[src/rtl/avalon_alu_array.sv]
`default_nettype none
// ============================================================================
// Module   : avalon_alu_array
// Brief    : Avalon-MM slave with NUM_CH operand/result channels sharing one
//            pipelined signed add/sub/accumulate datapath. Channels are issued
//            round-robin; completion is flagged through sticky status bits
//            and a maskable level interrupt.
// Revision : 1.0 - initial release
// ============================================================================
module avalon_alu_array #(
  parameter int DATA_W      = 32,
  parameter int NUM_CH      = 4,
  parameter int PIPE_STAGES = 2,
  parameter int ADDR_W      = 5
) (
  input  logic              clk_clk,
  input  logic              reset_reset,
  input  logic [ADDR_W-1:0] avs_address,
  input  logic              avs_read,
  input  logic              avs_write,
  input  logic [31:0]       avs_writedata,
  output logic [31:0]       avs_readdata,
  output logic              irq
);

  localparam int c_ch_w = (NUM_CH > 1) ? $clog2(NUM_CH) : 1;

  localparam logic [1:0] c_op_add = 2'd0;
  localparam logic [1:0] c_op_sub = 2'd1;
  localparam logic [1:0] c_op_acc = 2'd2;

  localparam logic [1:0] c_reg_a   = 2'd0;
  localparam logic [1:0] c_reg_b   = 2'd1;
  localparam logic [1:0] c_reg_cmd = 2'd2;
  localparam logic [1:0] c_reg_res = 2'd3;

  localparam logic [ADDR_W-1:0] c_addr_irq_status = ADDR_W'(4 * NUM_CH);
  localparam logic [ADDR_W-1:0] c_addr_irq_enable = ADDR_W'(4 * NUM_CH + 1);

  // Per-channel architectural state
  logic [DATA_W-1:0] r_a      [NUM_CH];
  logic [DATA_W-1:0] r_b      [NUM_CH];
  logic [DATA_W-1:0] r_result [NUM_CH];
  logic [1:0]        r_op     [NUM_CH];
  logic [NUM_CH-1:0] r_pending;
  logic [NUM_CH-1:0] r_inflight;
  logic [NUM_CH-1:0] r_done;
  logic [NUM_CH-1:0] r_ovf;
  logic [NUM_CH-1:0] r_err;
  logic [NUM_CH-1:0] r_irq_status;
  logic [NUM_CH-1:0] r_irq_enable;

  // Arbiter and first datapath stage (captured operands)
  logic [c_ch_w-1:0] r_ptr;
  logic              r_s0_valid;
  logic [c_ch_w-1:0] r_s0_ch;
  logic [1:0]        r_s0_op;
  logic [DATA_W-1:0] r_s0_x;
  logic [DATA_W-1:0] r_s0_y;

  logic [DATA_W-1:0] w_s0_res;
  logic              w_s0_ovf;

  // Retirement port from the last pipeline stage
  logic              w_ret_valid;
  logic [c_ch_w-1:0] w_ret_ch;
  logic [DATA_W-1:0] w_ret_res;
  logic              w_ret_ovf;

  logic              w_issue_valid;
  logic [c_ch_w-1:0] w_issue_ch;
  int                w_arb_idx;
  logic [c_ch_w-1:0] w_arb_ch;

  logic              w_ch_valid;
  logic [c_ch_w-1:0] w_addr_ch;
  logic [1:0]        w_addr_reg;
  logic              w_wr_irq_status;
  logic              w_wr_irq_enable;
  logic [NUM_CH-1:0] w_busy;
  logic [NUM_CH-1:0] w_sel;
  logic [NUM_CH-1:0] w_wr_a;
  logic [NUM_CH-1:0] w_wr_b;
  logic [NUM_CH-1:0] w_wr_cmd;
  logic [NUM_CH-1:0] w_start;
  logic [NUM_CH-1:0] w_rd_res;
  logic [NUM_CH-1:0] w_issue;
  logic [NUM_CH-1:0] w_retire;
  logic [31:0]       w_rdata;

  // Address decode into per-channel strobes plus issue/retire one-hots
  always_comb begin
    w_ch_valid      = int'(avs_address[ADDR_W-1:2]) < NUM_CH;
    w_addr_ch       = avs_address[c_ch_w+1:2];
    w_addr_reg      = avs_address[1:0];
    w_wr_irq_status = avs_write && (avs_address == c_addr_irq_status);
    w_wr_irq_enable = avs_write && (avs_address == c_addr_irq_enable);
    w_busy   = '0;
    w_sel    = '0;
    w_wr_a   = '0;
    w_wr_b   = '0;
    w_wr_cmd = '0;
    w_start  = '0;
    w_rd_res = '0;
    w_issue  = '0;
    w_retire = '0;
    for (int c = 0; c < NUM_CH; c++) begin
      w_busy[c]   = r_pending[c] | r_inflight[c];
      w_sel[c]    = w_ch_valid && (int'(w_addr_ch) == c);
      w_wr_a[c]   = avs_write && w_sel[c] && (w_addr_reg == c_reg_a);
      w_wr_b[c]   = avs_write && w_sel[c] && (w_addr_reg == c_reg_b);
      w_wr_cmd[c] = avs_write && w_sel[c] && (w_addr_reg == c_reg_cmd);
      w_start[c]  = w_wr_cmd[c] && avs_writedata[8];
      w_rd_res[c] = avs_read && w_sel[c] && (w_addr_reg == c_reg_res);
      w_issue[c]  = w_issue_valid && (int'(w_issue_ch) == c);
      w_retire[c] = w_ret_valid && (int'(w_ret_ch) == c);
    end
  end

  // Round-robin pick: first pending channel after the last one granted
  always_comb begin
    w_issue_valid = 1'b0;
    w_issue_ch    = r_ptr;
    w_arb_idx     = 0;
    w_arb_ch      = '0;
    for (int i = 0; i < NUM_CH; i++) begin
      w_arb_idx = int'(r_ptr) + 1 + i;
      if (w_arb_idx >= NUM_CH) begin
        w_arb_idx = w_arb_idx - NUM_CH;
      end
      w_arb_ch = c_ch_w'(w_arb_idx);
      if (!w_issue_valid && r_pending[w_arb_ch]) begin
        w_issue_valid = 1'b1;
        w_issue_ch    = w_arb_ch;
      end
    end
  end

  // Issue: capture op and operands of the granted channel (ACC uses RESULT+A)
  always_ff @(posedge clk_clk or posedge reset_reset) begin
    if (reset_reset) begin
      r_ptr      <= c_ch_w'(NUM_CH - 1);
      r_s0_valid <= 1'b0;
      r_s0_ch    <= '0;
      r_s0_op    <= c_op_add;
      r_s0_x     <= '0;
      r_s0_y     <= '0;
    end else begin
      r_s0_valid <= w_issue_valid;
      if (w_issue_valid) begin
        r_ptr   <= w_issue_ch;
        r_s0_ch <= w_issue_ch;
        r_s0_op <= r_op[w_issue_ch];
        if (r_op[w_issue_ch] == c_op_acc) begin
          r_s0_x <= r_result[w_issue_ch];
          r_s0_y <= r_a[w_issue_ch];
        end else begin
          r_s0_x <= r_a[w_issue_ch];
          r_s0_y <= r_b[w_issue_ch];
        end
      end
    end
  end

  // Wrapping signed arithmetic; overflow judged against the first operand's sign
  always_comb begin
    w_s0_res = '0;
    w_s0_ovf = 1'b0;
    case (r_s0_op)
      c_op_add, c_op_acc: begin
        w_s0_res = r_s0_x + r_s0_y;
        w_s0_ovf = (r_s0_x[DATA_W-1] == r_s0_y[DATA_W-1]) &&
                   (w_s0_res[DATA_W-1] != r_s0_x[DATA_W-1]);
      end
      c_op_sub: begin
        w_s0_res = r_s0_x - r_s0_y;
        w_s0_ovf = (r_s0_x[DATA_W-1] != r_s0_y[DATA_W-1]) &&
                   (w_s0_res[DATA_W-1] != r_s0_x[DATA_W-1]);
      end
      default: begin
        w_s0_res = '0;
        w_s0_ovf = 1'b0;
      end
    endcase
  end

  generate
    if (PIPE_STAGES > 1) begin : g_pipe_multi
      localparam int c_n = PIPE_STAGES - 1;
      logic [c_n-1:0]    r_v;
      logic [c_n-1:0]    r_o;
      logic [c_ch_w-1:0] r_c [c_n];
      logic [DATA_W-1:0] r_r [c_n];

      // Carry computed results through the remaining stages
      always_ff @(posedge clk_clk or posedge reset_reset) begin
        if (reset_reset) begin
          r_v <= '0;
          r_o <= '0;
          for (int i = 0; i < c_n; i++) begin
            r_c[i] <= '0;
            r_r[i] <= '0;
          end
        end else begin
          r_v[0] <= r_s0_valid;
          r_o[0] <= w_s0_ovf;
          r_c[0] <= r_s0_ch;
          r_r[0] <= w_s0_res;
          for (int i = 1; i < c_n; i++) begin
            r_v[i] <= r_v[i-1];
            r_o[i] <= r_o[i-1];
            r_c[i] <= r_c[i-1];
            r_r[i] <= r_r[i-1];
          end
        end
      end

      assign w_ret_valid = r_v[c_n-1];
      assign w_ret_ch    = r_c[c_n-1];
      assign w_ret_res   = r_r[c_n-1];
      assign w_ret_ovf   = r_o[c_n-1];
    end else begin : g_pipe_single
      assign w_ret_valid = r_s0_valid;
      assign w_ret_ch    = r_s0_ch;
      assign w_ret_res   = w_s0_res;
      assign w_ret_ovf   = w_s0_ovf;
    end
  endgenerate

  // Channel registers, status flags and interrupt status
  always_ff @(posedge clk_clk or posedge reset_reset) begin
    if (reset_reset) begin
      for (int c = 0; c < NUM_CH; c++) begin
        r_a[c]      <= '0;
        r_b[c]      <= '0;
        r_result[c] <= '0;
        r_op[c]     <= c_op_add;
      end
      r_pending    <= '0;
      r_inflight   <= '0;
      r_done       <= '0;
      r_ovf        <= '0;
      r_err        <= '0;
      r_irq_status <= '0;
      r_irq_enable <= '0;
    end else begin
      for (int c = 0; c < NUM_CH; c++) begin
        if (w_wr_a[c] && !w_busy[c]) begin
          r_a[c] <= avs_writedata[DATA_W-1:0];
        end
        if (w_wr_b[c] && !w_busy[c]) begin
          r_b[c] <= avs_writedata[DATA_W-1:0];
        end
        if (w_start[c] && !w_busy[c]) begin
          r_pending[c] <= 1'b1;
          r_op[c]      <= avs_writedata[1:0];
        end else if (w_issue[c]) begin
          r_pending[c] <= 1'b0;
        end
        if (w_issue[c]) begin
          r_inflight[c] <= 1'b1;
        end else if (w_retire[c]) begin
          r_inflight[c] <= 1'b0;
        end
        if (w_retire[c]) begin
          r_result[c] <= w_ret_res;
          r_ovf[c]    <= w_ret_ovf;
        end
        // Retirement wins over a same-cycle RESULT read
        if (w_retire[c]) begin
          r_done[c] <= 1'b1;
        end else if ((w_start[c] && !w_busy[c]) || w_rd_res[c]) begin
          r_done[c] <= 1'b0;
        end
        // A dropped access sets err even if the same write asks to clear it
        if ((w_wr_a[c] || w_wr_b[c] || w_start[c]) && w_busy[c]) begin
          r_err[c] <= 1'b1;
        end else if (w_wr_cmd[c] && avs_writedata[9]) begin
          r_err[c] <= 1'b0;
        end
        if (w_retire[c]) begin
          r_irq_status[c] <= 1'b1;
        end else if (w_wr_irq_status && avs_writedata[c]) begin
          r_irq_status[c] <= 1'b0;
        end
      end
      if (w_wr_irq_enable) begin
        r_irq_enable <= avs_writedata[NUM_CH-1:0];
      end
    end
  end

  // Read mux over pre-edge register values, zero-extended to the bus
  always_comb begin
    w_rdata = '0;
    if (w_ch_valid) begin
      case (w_addr_reg)
        c_reg_a:   w_rdata = 32'(r_a[w_addr_ch]);
        c_reg_b:   w_rdata = 32'(r_b[w_addr_ch]);
        c_reg_cmd: w_rdata = {28'd0, r_err[w_addr_ch], r_ovf[w_addr_ch],
                              r_done[w_addr_ch], w_busy[w_addr_ch]};
        default:   w_rdata = 32'(r_result[w_addr_ch]);
      endcase
    end else if (avs_address == c_addr_irq_status) begin
      w_rdata = 32'(r_irq_status);
    end else if (avs_address == c_addr_irq_enable) begin
      w_rdata = 32'(r_irq_enable);
    end
  end

  // Registered read data (latency 1, held between reads) and interrupt
  always_ff @(posedge clk_clk or posedge reset_reset) begin
    if (reset_reset) begin
      avs_readdata <= '0;
      irq          <= 1'b0;
    end else begin
      if (avs_read) begin
        avs_readdata <= w_rdata;
      end
      irq <= |(r_irq_status & r_irq_enable);
    end
  end

endmodule
`default_nettype wire

[config.mk]
export PLATFORM = sky130hd
export DESIGN_NAME = avalon_alu_array
export DESIGN_NICKNAME = d
export VERILOG_FILES = /design/src/rtl/avalon_alu_array.sv
export SDC_FILE = /design/constraint.sdc
export NUM_CORES = 2
export LEC_CHECK = 0
export ABC_AREA = 0
export BUFFER_PORTS_ARGS = -buffer_cell sky130_fd_sc_hd__buf_4
export CORE_MARGIN = 2
export CORE_UTILIZATION = 42
export DETAILED_ROUTE_END_ITERATION = 12
export GPL_TIMING_DRIVEN = 0
export MAX_ROUTING_LAYER = met4
export SLEW_MARGIN = 20
export SYNTH_ARGS = -nofsm -noshare
export SYNTH_HDL_FRONTEND = slang
export SYNTH_SLANG_ARGS = --single-unit
[constraint.sdc]
create_clock -name clk_clk -period 33.6 [get_ports clk_clk]
set_input_delay 1.68 -clock clk_clk [delete_from_list [all_inputs] [get_ports clk_clk]]
set_output_delay 1.68 -clock clk_clk [all_outputs]
set_load 0.02 [all_outputs]
==> impl_metrics.env <==
export IMPL_cts_tree="yes"
export IMPL_syn_area_um2=30400
export IMPL_synth_edf_count=0
export IMPL_post_route_min_period_ps=4600
export IMPL_worst_slew_pin_slew_ps=1090
export IMPL_r2r_cells=12
export IMPL_cp_num_buf_inv=4
export IMPL_path_common_cell="clkbuf_1"
export IMPL_grt_pass1_vias=23792
export IMPL_setup_violations=0
export IMPL_row_count=98
export IMPL_ioPinCount=74
export IMPL_clkLatencyLatePin_ps=630
export IMPL_clockRootBuffer="clkbuf_16"
export IMPL_grt_pass1_wl_um=153000
export IMPL_htree_levels=2
export IMPL_seqCellArea_um2=14000
export IMPL_syn_area_per_cell_um2=11.3
export IMPL_finalNetCount=2932
export IMPL_design_core_area_um2=71500
export IMPL_cp_slowest_cell="clkbuf_1"
export IMPL_dp_cells=3716
export IMPL_reg2reg_slack_ps=29060
export IMPL_peakVddDrop_v=0.0000533
export IMPL_antenna_found_initial=3
export IMPL_timing_rr_end="r_s0_y[5]$_DFFE_PP0P_"
export IMPL_ys_seq_area_share_pct=46.1
export IMPL_via_per_inst=6.20
export IMPL_path_class="primary input to register"
export IMPL_dieArea_um2=74500
export IMPL_max_cap_violations=0
export IMPL_synthCells=2692
export IMPL_postCtsResizedCells=0
export IMPL_drtPass1Iterations=6
export IMPL_critPathLaunch="avs_address[3]"
export IMPL_clk_path_buf_depth=3
export IMPL_cp_slowest_stage_delay_ps=880
export IMPL_skew_ps=12.3
export IMPL_die_h_um=273
export IMPL_endpoint="avs_readdata[18]$_DFFE_PP0P_"
export IMPL_antenna_left=0
export IMPL_port_buffers=68
export IMPL_multi_input_area_um2=15200
export IMPL_cts_sinks=560
export IMPL_end_kind="register"
export IMPL_initial_core_util_pct=42.5
export IMPL_reg2reg_from="r_ptr[1]$_DFFE_PP1P_"
export IMPL_layout_commonest_cell="dfrtp_1"
export IMPL_required_ps=34080
export IMPL_maxSlewViolCount=0
export IMPL_vias=23741
export IMPL_area_growth_pct=13.4
export IMPL_chipWidth_um=273
export IMPL_yosys_warnings=0
export IMPL_dp_hpwl_um=74700
export IMPL_layout_common_cells="dfrtp_1 (558), mux2_2 (401), nand2_1 (288)"
export IMPL_status="finished clean"
export IMPL_fmax_ghz=0.217
export IMPL_finalSetupTns_ps=0
export IMPL_avgRoutedWirePerCell_um=26.8
export IMPL_hold_path_class="register to register"
export IMPL_grt_overflow=0
export IMPL_power_density_nw_per_um2=101
export IMPL_syn_nets=2797
export IMPL_wirelength_um=103000
export IMPL_cp_max_fo=10
export IMPL_path_clk_slew_ps=70
export IMPL_drt_iter0_drc=2524
export IMPL_synth_main_ff_cell="dfrtp_1"
export IMPL_leakagePower_uw=0.0150
export IMPL_instances_no_fill=3827
export IMPL_synth_cell_type_count=80
export IMPL_critical_path_startpoint_type="primary input"
export IMPL_ys_ff_latch=560
export IMPL_crit_chain="buf_4, clkbuf_1, buf_1, clkbuf_1, mux4_2, o21ai_0, o22ai_1"
export IMPL_drive_above_1_share_pct=25.5
export IMPL_grt_max_degree=108
export IMPL_hold_violations=0
export IMPL_cts_buffers=59
export IMPL_cp_num_cells=7
export IMPL_ctsHoldBuffers=0
export IMPL_drc=0
export IMPL_track_usage_pct=28.2
export IMPL_fin_crit_sh_pct=13.7
export IMPL_ys_async_sr_fraction_pct=100
export IMPL_fillers=6346
export IMPL_gp_congestion=0.956
export IMPL_arrival_ps=5090
export IMPL_cts_setup_buffers=0
export IMPL_slew_headroom_pct=27.5
export IMPL_cp_top_family="buffers and inverters"
export IMPL_rsz0062_at_grt="no"
-- registers in the layout, indices dropped and copies added (netlist names), 4 cells and up --
register / flops
g_pipe_multi.r_r: 32
r_result: 128
r_s0_y: 32
r_a: 128
r_pending: 4
r_err: 4
r_s0_x: 32
r_irq_enable: 4
r_ovf: 4
r_b: 128
r_op: 8
r_inflight: 4
avs_readdata: 32
r_irq_status: 4
r_done: 4
-- cell type report --
type | count | area share [%]
diodes | 1 | 0.00726
plain buffers | 212 | 2.45
clock buffers | 82 | 5.12
clock inverters | 28 | 1.31
inverters | 96 | 1.07
multi-input cells | 1824 | 44.0
flip-flops and latches | 560 | 40.7
well taps | 950 | 3.45
repair buffers | 74 | 1.90
-- worst min-delay path by stage --
stage / start / to / slack (ps) / cells after the start
after floorplan: r_s0_valid$_DFF_PP0_ / g_pipe_multi.r_v$_DFF_PP0_ / 330 / 0
after global routing: r_s0_valid$_DFF_PP0_ / g_pipe_multi.r_v$_DFF_PP0_ / 360 / 0
after CTS: r_s0_valid$_DFF_PP0_ / g_pipe_multi.r_v$_DFF_PP0_ / 360 / 0
after detailed placement: r_s0_valid$_DFF_PP0_ / g_pipe_multi.r_v$_DFF_PP0_ / 340 / 0
after global placement: r_s0_valid$_DFF_PP0_ / g_pipe_multi.r_v$_DFF_PP0_ / 330 / 0
final: r_s0_valid$_DFF_PP0_ / g_pipe_multi.r_v$_DFF_PP0_ / 350 / 0
-- Yosys cell counts, types with 35 or more instances --
library cell  instances  share of area [%]
nor2_1               82                1.0
mux2i_1              45                1.5
a31oi_1              69                1.4
dfrtp_1             558                 46
a211oi_1            137                3.4
a311oi_1             35                1.0
o22ai_1              47               0.97
o21ai_0              75                1.2
inv_1                95                1.2
clkbuf_1            141                1.7
and2_1               98                2.0
buf_1                48               0.59
a21oi_1             103                1.7
nand2_1             288                3.6
mux2_2              401                 15
mux4_2              103                7.6
nand2b_1             35               0.72
ha_1                 62                2.6
-- metrics by stage --
stage                     util, %  worst slack (ps)  hold slack [ps]  power, uW  area (um^2)
after floorplan                 -             16260              331       2120        30400
after global placement       44.9             10720              334       2640        32100
after detailed placement     45.1             28460              341       2680        32200
after CTS                    48.2             29130              355       3440        34500
after global routing         48.2             29040              362       3640        34500
final                        48.2             29000              354       3470        34500
-- cells by family (layout without fill, tap and decap cells) --
group	Yosys count	in the layout	share of synthesized area, %
compound gates	592	592	13.3
xor+xnor	33	33	0.952
buf+inv	308	492	3.95
mux	550	550	24.0
simple gates	585	585	8.92
flops	560	560	46.1
fa+ha+maj	64	64	2.69
other cells	0	1	0
-- power breakdown --
part | leakage, uW | internal [uW] | total, uW | switching (uW)
logic | 0.00671 | 613 | 1620 | 1010
registers | 0.00715 | 915 | 1110 | 191
clock network | 0.00109 | 457 | 744 | 287
total | 0.0150 | 1990 | 3470 | 1490
-- layer usage --
layer	track usage, %	share of wire (%)	up-vias
met5	-	0	-
met4	11.8	4.3	0
met3	5.61	8.7	260
met2	42.7	46	1186
met1	36.9	41	12145
li1	-	-	10150
-- worst reg2reg max path: cells and delay by family, from the launching register on --
family / cells / cell delay, ps
AOI/OAI and AO/OA: 7 / 1770
and+or+nand+nor: 1 / 120
buffers and inverters: 4 / 2040
DFF: 1 / 520
No activity file was read; power rests on OpenSTA's default activity.
